<file path="src/rtl/sensor_responder.sv">
// sensor_responder: UART poll responder returning a sensor byte plus CRC-8, an alarm frame or a timeout error frame
module sensor_responder #(
   parameter logic [2:0]  SENSOR_ID  = 3'd1,
   parameter logic [7:0]  ALARM_BYTE = 8'hFF,
   parameter logic [15:0] TIMEOUT    = 16'd50000
) (
   input  logic       clock,
   input  logic       reset,
   input  logic       rx_rdy,
   input  logic [7:0] rx_data,
   output logic       rx_rdy_clr,
   output logic [7:0] tx_din,
   output logic       tx_wr_en,
   input  logic       tx_busy,
   input  logic [7:0] sensor_data,
   input  logic       sensor_valid,
   input  logic       alarm,
   output logic       alarm_latched,
   output logic       busy
);
   localparam logic [3:0] IDLE           = 4'd0;
   localparam logic [3:0] ACK            = 4'd1;
   localparam logic [3:0] WAIT_SENSOR    = 4'd2;
   localparam logic [3:0] CRC            = 4'd3;
   localparam logic [3:0] SEND_DATA      = 4'd4;
   localparam logic [3:0] WAIT_DATA_BUSY = 4'd5;
   localparam logic [3:0] WAIT_DATA_DONE = 4'd6;
   localparam logic [3:0] SEND_CRC       = 4'd7;
   localparam logic [3:0] WAIT_CRC_BUSY  = 4'd8;
   localparam logic [3:0] WAIT_CRC_DONE  = 4'd9;

   logic [3:0]  state_q, state_d;
   logic [2:0]  addr_q, addr_d;
   logic [7:0]  data_q, data_d;
   logic [7:0]  crc_q, crc_d;
   logic [2:0]  cnt_q, cnt_d;
   logic [15:0] tmo_q, tmo_d;
   logic [7:0]  din_q, din_d;
   logic        alarm_q, alarm_d;
   logic        clr_c, wr_c;
   logic        unused_hi;

   assign unused_hi = ^rx_data[7:3];

   // Next-state logic; crc_q doubles as the second frame byte. With init 0 the
   // CRC register can start as the data byte and shift in zeros for 8 cycles.
   always_comb begin
      state_d = state_q;
      addr_d  = addr_q;
      data_d  = data_q;
      crc_d   = crc_q;
      cnt_d   = cnt_q;
      tmo_d   = tmo_q;
      din_d   = din_q;
      clr_c   = 1'b0;
      wr_c    = 1'b0;
      alarm_d = alarm | (alarm_q & ~(state_q == ACK && addr_q == 3'd0));
      case (state_q)
         IDLE: if (rx_rdy) begin
            clr_c   = 1'b1;
            addr_d  = rx_data[2:0];
            state_d = ACK;
         end
         ACK: if (addr_q == 3'd0 || addr_q != SENSOR_ID) state_d = IDLE;
            else if (alarm_q) begin
               data_d  = ALARM_BYTE;
               crc_d   = ALARM_BYTE;
               state_d = SEND_DATA;
            end else begin
               tmo_d   = 16'd0;
               state_d = WAIT_SENSOR;
            end
         WAIT_SENSOR: if (sensor_valid) begin
               data_d  = sensor_data;
               crc_d   = sensor_data;
               cnt_d   = 3'd0;
               state_d = CRC;
            end else if (tmo_q == TIMEOUT - 16'd1) begin
               data_d  = 8'h00;
               crc_d   = 8'hFF;
               state_d = SEND_DATA;
            end else if (tmo_q != 16'hFFFF) tmo_d = tmo_q + 16'd1;
         CRC: begin
            crc_d   = {crc_q[6:0], 1'b0} ^ (crc_q[7] ? 8'h07 : 8'h00);
            cnt_d   = cnt_q + 3'd1;
            state_d = (cnt_q == 3'd7) ? SEND_DATA : CRC;
         end
         SEND_DATA: if (!tx_busy) begin
            wr_c    = 1'b1;
            din_d   = data_q;
            state_d = WAIT_DATA_BUSY;
         end
         WAIT_DATA_BUSY: state_d = tx_busy ? WAIT_DATA_DONE : WAIT_DATA_BUSY;
         WAIT_DATA_DONE: state_d = tx_busy ? WAIT_DATA_DONE : SEND_CRC;
         SEND_CRC: if (!tx_busy) begin
            wr_c    = 1'b1;
            din_d   = crc_q;
            state_d = WAIT_CRC_BUSY;
         end
         WAIT_CRC_BUSY: state_d = tx_busy ? WAIT_CRC_DONE : WAIT_CRC_BUSY;
         WAIT_CRC_DONE: state_d = tx_busy ? WAIT_CRC_DONE : IDLE;
         default: state_d = IDLE;
      endcase
   end

   // State registers with synchronous reset
   always_ff @(posedge clock) begin
      if (reset) begin
         state_q <= IDLE;
         addr_q  <= 3'd0;
         data_q  <= 8'h00;
         crc_q   <= 8'h00;
         cnt_q   <= 3'd0;
         tmo_q   <= 16'd0;
         din_q   <= 8'h00;
         alarm_q <= 1'b0;
      end else begin
         state_q <= state_d;
         addr_q  <= addr_d;
         data_q  <= data_d;
         crc_q   <= crc_d;
         cnt_q   <= cnt_d;
         tmo_q   <= tmo_d;
         din_q   <= din_d;
         alarm_q <= alarm_d;
      end
   end

   // Strobes fire in the same cycle the condition is seen; reset masks them at once
   assign rx_rdy_clr    = clr_c & ~reset;
   assign tx_wr_en      = wr_c & ~reset;
   assign tx_din        = tx_wr_en ? din_d : din_q;
   assign alarm_latched = alarm_q;
   assign busy          = state_q != IDLE;
endmodule

</file>
<file path="config.mk">
export PLATFORM = sky130hd
export DESIGN_NAME = sensor_responder
export DESIGN_NICKNAME = d
export VERILOG_FILES = /design/src/rtl/sensor_responder.sv
export SDC_FILE = /design/constraint.sdc
export NUM_CORES = 1
export LEC_CHECK = 0
export ABC_CLOCK_PERIOD_IN_PS = 4700
export CORE_ASPECT_RATIO = 1.75
export CORE_MARGIN = 4
export CORE_UTILIZATION = 40
export CTS_BUF_LIST = sky130_fd_sc_hd__clkbuf_16
export CTS_CLUSTER_DIAMETER = 80
export DETAILED_ROUTE_END_ITERATION = 12
export DONT_BUFFER_PORTS = 1
export GPL_ROUTABILITY_DRIVEN = 0
export PLACE_DENSITY = 0.51
export SYNTH_ARGS = -nofsm -noshare
export SYNTH_HDL_FRONTEND = slang
export SYNTH_SLANG_ARGS = --single-unit
</file>
<file path="constraint.sdc">
create_clock -name clock -period 4.7 [get_ports clock]
set_input_delay 0.94 -clock clock [delete_from_list [all_inputs] [get_ports clock]]
set_output_delay 0.94 -clock clock [all_outputs]
set_load 0.05 [all_outputs]
</file>
==> out/metrics.yaml <==
firstDrtPassIters: 4
place_worst_setup_slack_ns: 1.409
io_buffers: 0
initial_utilization: 0.4120
cts_tree: "done"
period_share: 0.7633
hold_violations: 0
num-fill-cells: 696
place_hpwl_mm: 5.384
post-route-util: 0.4502
grt_pass1_vias: 2522
p_per_area_nw_per_um2: 334.8
grt_max_degree: 50
drt_iter0_markers: 59
ys.flop_type: "dfxtp_1"
cellLeakagePower_nw: 1.060
antenna_found_initial: 0
cts_setup_buffers: 0
yosysUniqueCellTypes: 69
end_kind: "primary output"
path_delay_family: "simple AND/OR/NAND/NOR gates"
finalSetupTns_ns: 0
max_stage_delay_ns: 0.68
synth_edf_count: 0
n_antenna_cell: 0
ir_drop_mv: 0.2386
clock_sinks: 51
drive_gt1_frac: 0.1124
root_buffer: "clkbuf_16"
critPathMostFrequentCell: "buf_4"
vias: 2490
final_cells: 422
gr-usage-all-layers: 0.1790
status: "finished clean"
fmax_ghz: 0.2788
worstPathRequired_ns: 3.76
totalWireLength_mm: 7.343
ioPinCount: 34
cp_max_fo: 17
vias_per_cell: 5.900
gr-total-overflow: 0
syn-instance-count: 338
fin_nets: 362
dieArea_um2: 8525
holdCritPathClass: "reg2reg"
placed_area_um2: 2898
mappedNetlistNets: 363
relSlewSlack: 0.3986
num_rows: 40
drc: 0
worst-path-buf-inv: 2
startpoint_type: "register"
slew_viol_final: 0
setup_ws_ns: 1.113
synthesis.area_um2: 2825
yosysWarnings: 0
cp_slowest_cell: "dfxtp_1"
cts_max_level: 2
synth_seq_cells: 51
cts_hold_buf: 0
rsz0062_at_grt: "no"
cts_buffer_depth: 2
ant_nets: 0
cts_made_buffers: 5
clk_latency_ns: 0.29
min_period_ns: 3.587
tightest_slew_ns: 0.8988
drt-wirelength-per-cell_um: 17.40
synth-async-reset-ratio: 0
synth.yosys.seq_area_share: 0.3614
skew_ns: 0.006487
path_class: "reg2out"
synthToLayoutAreaGrowth_pct: 9.256
drv_cap: 0
crit_chain: "nor4b_2 > buf_4 > o21ai_2 > nor2_4 > nor2_1 > a21oi_1 > buf_4"
placedCellCount: 414
grt_pass1_wl_mm: 12.12
cts_repair_resize_count: 0
worst_ep_arrival_time_ns: 2.65
final_area_um2: 3087
avgSynthCellArea_um2: 8.359
dieWidth_um: 71.53
core_area_um2: 6857
setup_violations: 0
dieHeight_um: 119.2
clkTransAtPathRegs_ns: 0.07
## through the flow
stage | total power, mW | hold WS [ns]
5_1_grt | 1.072 | 0.4933
3_5_place_dp | 0.5760 | 0.4626
3_3_place_gp | 0.5752 | 0.4535
4_1_cts | 1.046 | 0.4710
6_report | 1.033 | 0.4676
2_1_floorplan | 0.5628 | 0.4463
## sequential cells by signal, indices dropped and copies added, names as in the netlist
register,flops
state_q,4
addr_q,3
crc_q,8
data_q,8
tmo_q,16
din_q,8
alarm_latched,1
cnt_q,3
## routing by layer
layer / track usage / vias up / part of all wire
li1: - / 1263 / -
met1: 0.1764 / 1169 / 0.38
met2: 0.3456 / 42 / 0.56
met3: 0.03801 / 16 / 0.034
met4: 0.07294 / 0 / 0.025
met5: 0 / - / 0
## final cells by class
class / count / area (µm²) / share of cell area
Multi-Input combinational cell: 263 / 1667 / 0.5399
Tap cell: 84 / 105.1 / 0.03405
Clock buffer: 5 / 125.1 / 0.04054
Clock inverter: 3 / 63.81 / 0.02067
Timing Repair Buffer: 12 / 90.09 / 0.02919
Inverter: 4 / 15.01 / 0.004864
Sequential cell: 51 / 1021 / 0.3308
## final timing paths
kind / startpoint / slack, ns / cells past startpoint / end
setup / recovery: state_q[2]$_SDFFE_PP0P_ / 1.11 / 7 / tx_din[7]
hold / removal: cnt_q[2]$_SDFFE_PP0P_ / 0.47 / 2 / cnt_q[2]$_SDFFE_PP0P_
setup reg to reg: state_q[3]$_SDFFE_PP0P_ / 2.31 / 5 / tmo_q[13]$_SDFFE_PP0P_
hold reg to reg: cnt_q[2]$_SDFFE_PP0P_ / 0.47 / 2 / cnt_q[2]$_SDFFE_PP0P_
## cells in the mapped netlist (2+ instances only)
cell type / instances / area [µm²]
nor2_1: 49 / 183.9
clkbuf_8: 2 / 27.53
mux2i_1: 6 / 60.06
a41oi_1: 3 / 26.28
buf_6: 3 / 33.78
or4b_1: 2 / 20.02
a21oi_1: 40 / 200.2
o21ai_0: 6 / 30.03
a311oi_1: 3 / 26.28
a32o_1: 2 / 20.02
a211oi_1: 9 / 67.56
nor3_1: 6 / 30.03
nand3_1: 11 / 55.05
a31oi_1: 5 / 31.28
ha_1: 3 / 37.54
xor2_1: 2 / 17.52
o21a_1: 9 / 67.56
dfxtp_1: 51 / 1021
and4b_1: 2 / 20.02
nor4_4: 2 / 42.54
a22oi_1: 8 / 60.06
clkbuf_1: 11 / 41.29
nand2b_1: 4 / 25.02
nand2_1: 32 / 120.1
nor2b_1: 5 / 31.28
nand4_1: 5 / 31.28
inv_1: 3 / 11.26
o211ai_1: 2 / 15.01
nor3b_1: 2 / 15.01
and3_1: 2 / 12.51
buf_1: 2 / 7.510
o22ai_1: 9 / 56.30
## where the power goes
group | internal [mW] | total, mW | switching, mW
clock network | 0.303 | 0.468 | 0.164
logic | 0.0395 | 0.105 | 0.0654
registers | 0.446 | 0.461 | 0.0151
total | 0.789 | 1.03 | 0.245
## kinds of logic after synthesis
group / Yosys count / synth area share
flops: 51 / 0.3614
mux: 6 / 0.02126
simple gates: 138 / 0.2635
xor+xnor: 3 / 0.009302
buf+inv: 24 / 0.04871
fa+ha+maj: 3 / 0.01329
compound gates: 113 / 0.2826
## tightest hold or removal path, stage by stage (launching register included)
cell and delay, ns:
dfxtp_1 0.31, nand3_1 0.06, a21oi_1 0.06
## placed cells by master, fill, tap and decap left out, types with 6 or more instances in the layout
| cell | count |
|---|---|
| dfxtp_1 | 51 |
| nor2_1 | 49 |
| a21oi_1 | 40 |
| nand2_1 | 32 |
| buf_4 | 12 |
| nand3_1 | 11 |
| o22ai_1 | 9 |
| o21a_1 | 9 |
| a211oi_1 | 9 |
| a22oi_1 | 8 |
| nor3_1 | 6 |
| o21ai_0 | 6 |
| mux2i_1 | 6 |
(Power assumes the default switching activity.)
